### src/rtl/serial_word_packer.sv
// Packs an LSB-first serial bit stream into WIDTH-bit words with even parity.
// Words leave through a ready/valid port. A word completed while the port is stalled is dropped and flagged.
module serial_word_packer #(
  parameter int WIDTH     = 8,
  parameter bit PARITY_EN = 1'b1,
  localparam int CNT_W    = $clog2(WIDTH + 1)
) (
  input  logic             CLK,
  input  logic             RST,
  input  logic             ser_in,
  input  logic             ser_valid,
  input  logic             clear,
  output logic [WIDTH-1:0] word_out,
  output logic             word_parity,
  output logic             word_valid,
  input  logic             word_ready,
  output logic [CNT_W-1:0] bit_cnt,
  output logic             overflow
);

  logic [WIDTH-1:0] acc_q, acc_d;
  logic [CNT_W-1:0] bit_cnt_q, bit_cnt_d;
  logic [WIDTH-1:0] word_out_q, word_out_d;
  logic             word_parity_q, word_parity_d;
  logic             word_valid_q, word_valid_d;
  logic             overflow_q, overflow_d;

  logic             accept;
  logic             complete;
  logic             can_load;
  logic [WIDTH-1:0] bit_mask;
  logic [WIDTH-1:0] full_word;

  assign accept    = ser_valid && !clear;
  assign complete  = accept && (bit_cnt_q == CNT_W'(WIDTH - 1));
  assign can_load  = !word_valid_q || word_ready;
  assign bit_mask  = WIDTH'(1) << bit_cnt_q;
  // The completed word includes the bit arriving on this edge.
  assign full_word = (acc_q & ~bit_mask) | (ser_in ? bit_mask : '0);

  always_comb begin
    // NOTE: every signal gets a default before any branch so no path leaves it unassigned, which would infer a latch.
    acc_d         = acc_q;
    bit_cnt_d     = bit_cnt_q;
    word_out_d    = word_out_q;
    word_parity_d = word_parity_q;
    word_valid_d  = word_valid_q;
    overflow_d    = overflow_q;

    if (clear) begin
      acc_d         = '0;
      bit_cnt_d     = '0;
      word_out_d    = '0;
      word_parity_d = 1'b0;
      word_valid_d  = 1'b0;
      overflow_d    = 1'b0;
    end else begin
      if (word_valid_q && word_ready) begin
        word_valid_d = 1'b0;
      end

      if (complete) begin
        // Zero the accumulator on wrap so stale bits never leak into the next word.
        acc_d     = '0;
        bit_cnt_d = '0;
        if (can_load) begin
          word_out_d    = full_word;
          word_parity_d = PARITY_EN && (^full_word);
          word_valid_d  = 1'b1;
        end else begin
          overflow_d = 1'b1;
        end
      end else if (accept) begin
        acc_d     = full_word;
        bit_cnt_d = bit_cnt_q + CNT_W'(1);
      end
    end
  end

  // NOTE: sequential state uses non-blocking assignments so every flop samples pre-edge values.
  always_ff @(posedge CLK or negedge RST) begin
    if (!RST) begin
      acc_q         <= '0;
      bit_cnt_q     <= '0;
      word_out_q    <= '0;
      word_parity_q <= 1'b0;
      word_valid_q  <= 1'b0;
      overflow_q    <= 1'b0;
    end else begin
      acc_q         <= acc_d;
      bit_cnt_q     <= bit_cnt_d;
      word_out_q    <= word_out_d;
      word_parity_q <= word_parity_d;
      word_valid_q  <= word_valid_d;
      overflow_q    <= overflow_d;
    end
  end

  assign word_out    = word_out_q;
  assign word_parity = word_parity_q;
  assign word_valid  = word_valid_q;
  assign bit_cnt     = bit_cnt_q;
  assign overflow    = overflow_q;

endmodule

### config.mk
export PLATFORM = sky130hd
export DESIGN_NAME = serial_word_packer
export DESIGN_NICKNAME = d
export VERILOG_FILES = /design/src/rtl/serial_word_packer.sv
export SDC_FILE = /design/constraint.sdc
export NUM_CORES = 1
export LEC_CHECK = 0
export ABC_AREA = 0
export CAP_MARGIN = 40
export CORE_MARGIN = 4
export CORE_UTILIZATION = 45
export DETAILED_ROUTE_END_ITERATION = 6
export PLACE_DENSITY = 0.82
export SYNTH_ARGS = -nofsm -noshare
export SYNTH_HDL_FRONTEND = slang
export SYNTH_SLANG_ARGS = --single-unit
### constraint.sdc
create_clock -name CLK -period 1.88 [get_ports CLK]
set_input_delay 0.188 -clock CLK [delete_from_list [all_inputs] [get_ports CLK]]
set_output_delay 0.188 -clock CLK [all_outputs]
set_load 0.01 [all_outputs]
Yosys cells after proc, flatten, opt, wreduce, memory -nomap -nowiden. Cells that the tools add are included.

Output and inout bits: 15. Flip-flop bits (word level): 23. Bits of input ports: 6. Logic and storage cells: 45.

Mux-type cells: 20. Equality and inequality tests: 2. Bitwise logic cells: 3. Add/sub/neg operators: 1. Reduce and logical (&&, ||, !) cells: 12. Shift operators: 1.

Operators with widths (count): $mux W8 (7); $mux W4 (3); $mux W1 (10); $and A8 B8 Y8 (1); $not A8 Y8 (1); $or A8 B8 Y8 (1); $reduce_xor A8 Y1 (1); $shl A1 B4 Y8 const A (1); $add A4 B1 Y4 const B (1); $eq A4 B3 Y1 const B (1); $reduce_and A2 Y1 (2); $reduce_bool A2 Y1 (2); $logic_and A1 B1 Y1 (3); $reduce_bool A3 Y1 (1); $logic_not A1 Y1 (2); $ne A2 B2 Y1 const B (1); $logic_or A1 B1 Y1 (1).

Logic depth before layout (Yosys ltp).
Depth in word-level cells: 8. Depth in mapped cells: 9. Gate-level depth less buffers: 8.

Least setup slack after synthesis. OpenSTA, ideal clock, no wires.

Path type: register to register. Start: reg bit_cnt_q[0] (netlist: bit_cnt[0]). End: reg word_parity_q (netlist: word_parity). Data required time: 1748 ps. Arrival: 1794 ps. Library setup time: 132 ps. Cell stages (with the launch flop): 9. Period minus slack after synthesis: 1926 ps. Slack: -46 ps. Buffers on the path: 0. Cells stage by stage: dfrtp_1 -> ha_1 -> ha_1 -> nand2b_4 -> mux2i_1 -> xnor2_1 -> xnor2_2 -> xnor2_1 -> o21ai_1.

Word-level cells in the longest chain between the ends: 8. Elaborated cells between the ends (all ways): 13. Those cells by class: 1 x eq/ne; 1 x shift; 4 x mux; 3 x bitwise; 4 x reduce/logical.

Ends and longest elaborated chain: start, declared (line 22) `logic [CNT_W-1:0] bit_cnt_q, bit_cnt_d;`; start signal, assigned (line 91) `bit_cnt_q <= bit_cnt_d;`; $shl A1 B4 Y8 (line 37) `assign bit_mask = WIDTH'(1) << bit_cnt_q;`; $not A8 Y8 (line 39) `assign full_word = (acc_q & ~bit_mask) | (ser_in ? bit_mask : '0);`; $and A8 B8 Y8 (line 39); $or A8 B8 Y8 (line 39); $reduce_xor A8 Y1 (line 68) `word_parity_d = PARITY_EN && (^full_word);`; $mux W1 (line 66) `if (can_load) begin`; $mux W1 (line 62) `if (complete) begin`; $mux W1 (line 50) `if (clear) begin`; end signal, assigned (line 93) `word_parity_q <= word_parity_d;`; end, declared (line 24) `logic word_parity_q, word_parity_d;`.

Several ways; a longest one is shown, not always the timed one. The select of a mux whose other input is x is not followed. A chain may end at the register's enable or synchronous reset.

Worst setup path after layout. Same ends and word-level chain as after synthesis.

==> results by group <==
Status
  • Status: complete, but fails checks
  • Failing checks: negative setup slack

Drt
  • Routed via count: 1016
  • Routed len/inst: 16.7 um
  • Pre-antenna DRT Iters: 4
  • Vias per cell: about 5.5
  • Final WL: 3080 um
  • DRT iter0 DRCs: 35
  • Post-route DRC: 0
  • Post-DRT Antenna Nets: 0

Setup path
  • CP endpoint kind: register
  • CP Cell Sequence: inv_2 -> ha_2 -> nor3b_4 -> mux2i_2 -> xnor2_1 -> xnor2_1 -> xnor2_1 -> o21ai_1
  • Worst Path Arrival: 2.15 ns
  • Crit-path max cell delay: about 0.47 ns
  • Slowest CP cell: dfrtp_2
  • Crit start category: register
  • Buf/Inv on CP: 1
  • Crit path top cell by count: xnor2_1
  • Delay-heaviest family, CP: flip-flops
  • Crit-path max FO: 4
  • Worst Path Required: roughly 2.1 ns
  • WS Path Type: reg2reg
  • Worst reg2reg setup slack: -0.05 ns

STA
  • # setup viols final: 1
  • Fmax: 0.519 GHz
  • Final WS setup: -0.0480 ns
  • RSZ-0062 raised after global routing: true
  • Worst slew pin tran: 0.595 ns
  • Fin crit period: between 1.5 and 2 ns
  • Skew final: around 0.0028 ns
  • Final hold slack: a little under 0.2 ns
  • Final max-slew violation count: 0
  • Final hold violation count: 0
  • Headroom to the max-slew limit: 60.2%
  • Fin crit share: 103%

GRT
  • GR met1 Demand/Resource: between 20% and 30%
  • Initial antenna violation count: 0
  • Met2 Usage GRT: between 20% and 30%
  • Vias in the first global route: 1002
  • Largest net degree at the start of global routing: 24
  • Grt total ovfl: 0
  • GRT Overall Usage: between 15 and 20%
  • First-pass GRT wire length: 4720 um
  • Busiest layer in global routing: met2
  • Met3 Use GR: ~3.2%

Power and ir drop
  • Leakage: between 0.7 and 0.8 nW
  • PwrDens: approximately 550 mW/mm^2
  • Power Total: between 0.0009 and 0.001 W
  • Worst ir drop on vdd: 0.439 mV

Floorplanning
  • Die area: 0.00361 sq mm
  • Core ar.: around 0.0025 sq mm
  • Die Y: 60.1 um
  • Row cnt: 18
  • Die Width: roughly 60 um
  • Initial cell density of the core: between 40% and 50%
  • # IOs: 21

Clocking
  • Root Driver: clkbuf_4
  • CTS tree: yes
  • Clock Path Buffers: 2
  • H-tree Lvls: 1
  • Clk sinks: 23
  • CTS buffer count: 3
  • Hold Buf Count CTS: 0
  • Clk Latency, worst-skew pair: between 0.3 and 0.4 ns
  • Worst-path clk slew: about 0.13 ns

Synthesis
  • Area share of the largest cell type after synthesis: between 40% and 50%
  • Post-synth EDFFs: 0
  • Sequential-to-total area share from yosys stat: 47.2%
  • Cell taking the most area after synthesis: dfrtp_1
  • Post-synthesis net count: approximately 130
  • YS warnings: 0
  • Synth area leaders: dfrtp_1 (47%), mux2i_1 (6.6%), ha_1 (6.2%)
  • Mapped Avg Cell Area: roughly 11 sq um
  • Top FF cell, synth: dfrtp_1
  • Post-Syn Area: between 0.001 and 0.0015 sq mm
  • Cell variety after synth: 26
  • Cells after Synth: 116
  • Fraction of registers with async set/reset: 100%
  • #FFs+latches synth: 23
  • Most frequent cell after synthesis: dfrtp_1
  • Most instantiated cells after synthesis: dfrtp_1 (23), nand2_1 (12), o21ai_0 (12)

Cells and area
  • Nets: around 170
  • Fin util: between 60% and 70%
  • Antenna Cells: 0
  • Area grow syn2layout: 42.9%
  • # fillers: approximately 180
  • Layout cells sized above 1: 32.3%

Run
  • Max-cap check violation count: 0

Placement
  • Final HPWL DP: around 1900 um
  • Port Buf Inserts: 20
  • Placement Setup Slack: -0.00869 ns
  • Final GP Congestion: ~0.82

Min path
  • HP Class: in2async
==> area by class of cell <==
cell class	instances	area (sq um)	share of cell area [%]
inverters	4	15.0	0.861
well taps	30	37.5	2.15
flip-flops and latches	23	581	33.3
multi-input cells	84	726	41.6
repair buffers	40	357	20.5
clock inverters	1	5.00	0.287
clock buffers	3	22.5	1.29
==> path summary, 6_finish.rpt <==
| path | start | endpoint | depth (start not counted) |
|---|---|---|---|
| setup / recovery | bit_cnt[0]$_DFFE_PN0P_ | word_parity$_DFFE_PN0P_ | 8 |
| hold / removal | RST | word_out[1]$_DFFE_PN0P_ | 2 |
| setup reg to reg | bit_cnt[0]$_DFFE_PN0P_ | word_parity$_DFFE_PN0P_ | 8 |
| hold reg to reg | word_out[3]$_DFFE_PN0P_ | word_out[3]$_DFFE_PN0P_ | 2 |
| max in group asynchronous | RST | bit_cnt[0]$_DFFE_PN0P_ | 2 |
| min in group CLK | word_out[3]$_DFFE_PN0P_ | word_out[3]$_DFFE_PN0P_ | 2 |
==> flip-flops by register name, summed over array words and instances (netlist names) <==
name	count
acc_q	8
word_out	8
bit_cnt	4
overflow	1
word_parity	1
word_valid	1
==> stage by stage <==
step / TNS (ns) / std cells / area (sq um)
after CTS: 0 / 184 / 1690
final: -0.0480 / 185 / 1740
after floorplan: 0 / 116 / 1230
after global routing: -0.149 / 185 / 1740
after detailed placement: -0.00869 / 175 / 1540
after global placement: 0 / 175 / 1540
==> report_power, final <==
group	switching (W)	total, W	internal (W)
sequential	0.0000118	0.000515	0.000504
combinational	0.0000928	0.000203	0.000110
clock	0.000163	0.000243	0.0000799
==> worst register-to-register path, cell delays in order, from the launching register on <==
cell and delay [ns]:
dfrtp_2 0.47, inv_2 0.09, ha_2 0.19, nor3b_4 0.23
mux2i_2 0.31, xnor2_1 0.17, xnor2_1 0.15, xnor2_1 0.15
o21ai_1 0.08
==> cell usage in the layout, fill, tap and decap left out, types with 3 or more instances in the layout <==
cell / netlist / routed
dfrtp_1: 23 / 19
xnor2_2: 1 / 3
o21ai_1: 6 / 6
buf_4: 1 / 19
nor3b_4: 0 / 3
nand2_1: 12 / 12
ha_4: 0 / 3
o21ai_0: 12 / 12
xnor2_1: 7 / 5
mux2i_2: 1 / 5
clkdlybuf4s50_1: 0 / 19
clkbuf_4: 0 / 3
nor2_1: 6 / 6
nand3b_1: 10 / 10
dfrtp_2: 0 / 4
==> logic make-up (layout without fill, tap and decap cells) <==
group	after synthesis	count (layout)	share of synthesized area, %
buf+inv	9	48	3.69
simple gates	40	40	20.2
flops	23	23	47.2
compound gates	21	21	8.72
mux	9	9	7.69
xor+xnor	8	8	6.36
fa+ha+maj	6	6	6.15
==> per-layer routing <==
metal	vias to the layer above	routed length, um
met3	7	110
met2	29	1630
met4	0	81
met5	-	0
li1	474	-
met1	506	1260
==> repair_timing <==
item / in CTS / in global routing
resized for setup: 15 / 13
pin swaps: 8 / 6
cloned: 0 / 0
endpoints found under the setup margin: 1 / 2
buffers inserted: 5 / 2
No activity file was read; power rests on OpenSTA's default activity.
==> edit: new RTL, config.mk and constraints unchanged <==
`word_out_q` no longer has a reset.
--- a/src/rtl/serial_word_packer.sv
+++ b/src/rtl/serial_word_packer.sv
@@ -82,18 +82,20 @@
     if (!RST) begin
       acc_q         <= '0;
       bit_cnt_q     <= '0;
-      word_out_q    <= '0;
       word_parity_q <= 1'b0;
       word_valid_q  <= 1'b0;
       overflow_q    <= 1'b0;
     end else begin
       acc_q         <= acc_d;
       bit_cnt_q     <= bit_cnt_d;
-      word_out_q    <= word_out_d;
       word_parity_q <= word_parity_d;
       word_valid_q  <= word_valid_d;
       overflow_q    <= overflow_d;
     end
+  end
+
+  always_ff @(posedge CLK) begin
+    word_out_q <= word_out_d;
   end
 
   assign word_out    = word_out_q;
Function: differs if RST is asserted again (counterexample within 10 cycles, from zero or initial values and one cycle with RST low); with RST held inactive, the same outputs for 10 cycles.
==> edit against the unedited design <==
The flow still finishes with violations (setup timing). Sequential power about the same. Die area shrank 0.71%. Total power grew 0.95%. Global-route usage up 0.53 points. Routed wire length rose by 0.97%. First-iteration DRC count shrank 43%. Setup slack worse by 0.040 ns. Synthesized area is 0.82% lower. Sequential cell count did not move. Design area is 0.50% higher. Highest routed layer unchanged.
==> edit: results (changes against the unedited design) <==
Net Count, Synth = 129 (+0.78%)
Ratio of cells with drive above 1 in the final layout = 35.2% (+3.0 points)
Area contributors post-synth = dfrtp_1 31%, dfxtp_1 13%, ha_1 6.2%
Worst setup margin = -0.0879 ns (-0.0399 ns)
Post-DP HPWL = 1870 um (-3.8%)
Final nets = 172 (+2.4%)
Critical Path Fanout Max = 4 (unchanged)
Slew headroom = 52.3% (-7.9 points)
First-pass GRT wire length = 4860 um (+3.1%)
Via density per instance = 5.29 (-3.7%)
Synth unique cells = 32 (+23%)
Filler cells = 183 (+2.8%)
Final setup viols = 2 (+1)
Gpl congestion = 0.825 (+0.68%)
Worst vdd ir = 0.621 mV (+41%)
Post-synth top cells = 15 x dfrtp_1, 12 x nand2_1, 12 x nor2_1
Seq/Total Area, Yosys = 44.3% (-2.9 points)
FFs w/ async S/R, synth = 65.2% (-35 points)
Gr usage total = 18.7% (+0.53 points)
Vias in the first global route = 1027 (+2.5%)
Arr. time, crit path = 2.19 ns (+0.04 ns)
Status = finished with violations
Failing checks = setup timing
Final Skew = 0.00998 ns (+0.00720 ns)
Detailed Route Iter0 Violations = 20 (-43%)
edit: changes by cell type after synthesis, sizes merged, moves of 3 or more:
cell / delta
a211oi: +8
dfrtp: -8
dfxtp: +8
nand3b: -8
o21ai: -8
nor2: +6
buf: +3
edit: worst min path at each step:
stage          startpoint  slack (ns)        to  cells after the start
6_report              RST        0.27  acc_q[0]                      1
5_1_grt               RST        0.30  acc_q[1]                      1
4_1_cts               RST        0.29  acc_q[6]                      1
3_3_place_gp     acc_q[1]        0.47  acc_q[1]                      2
3_5_place_dp     acc_q[0]        0.49  acc_q[0]                      2
2_1_floorplan         RST       -0.11  acc_q[0]                      0
edit: cell families after synthesis:
| group | count (synthesis) | synth area share, % |
|---|---|---|
| flip-flops | 23 | 44.3 |
| adder cells (fa/ha/maj) | 6 | 6.20 |
| buffers and inverters | 11 | 4.86 |
| AO/OA/AOI/OAI | 21 | 10.7 |
| AND/OR/NAND/NOR | 39 | 18.9 |
| multiplexers | 9 | 8.69 |
| XOR/XNOR | 8 | 6.41 |
edit: metal layers:
metal	part of all wire, %	wire length [um]	global-route usage (%)
met2	50	1540	32.3
met5	0	0	0
met3	4.4	137	4.75
met4	2.8	87	6.65
met1	43	1340	22.2
edit: what timing repair did:
action                                  in CTS  in global routing
gates cloned                                 0                  0
setup buffers                               10                  0
pin swaps                                    6                  0
resized for setup                           15                  6
endpoints found under the setup margin       1                  6
edit: metrics by stage:
step	hold slack (ns)	TNS [ns]	std cells	setup slack [ns]
detailed placement	0.489	-0.0387	175	-0.0387
CTS	0.288	-0.0361	189	-0.0361
floorplan	-0.108	0	117	0.00226
global route	0.301	-0.231	189	-0.165
finish	0.269	-0.0925	189	-0.0879
global placement	0.474	0	175	0.0289
edit: worst register-to-register path, stage by stage, from the launching register on:
cell     delay (ns)
dfrtp_2        0.51
inv_4          0.11
ha_4           0.15
nor3b_4        0.23
mux2i_2        0.28
xnor2_1        0.17
xnor2_1        0.17
xnor2_1        0.09
a21o_1         0.15
edit: layout make-up:
type | instances | area, um2 | area share, %
Clock buffer | 4 | 26.3 | 1.50
Inverter | 4 | 20.0 | 1.14
Multi-Input combinational cell | 83 | 728 | 41.6
Sequential cell | 23 | 539 | 30.8
Tap cell | 30 | 37.5 | 2.14
Timing Repair Buffer | 45 | 400 | 22.9
edit: power breakdown:
group          switching [mW]  internal, mW
sequential             0.0165         0.501
combinational          0.0944         0.122
clock                   0.153        0.0833
total                   0.264         0.707
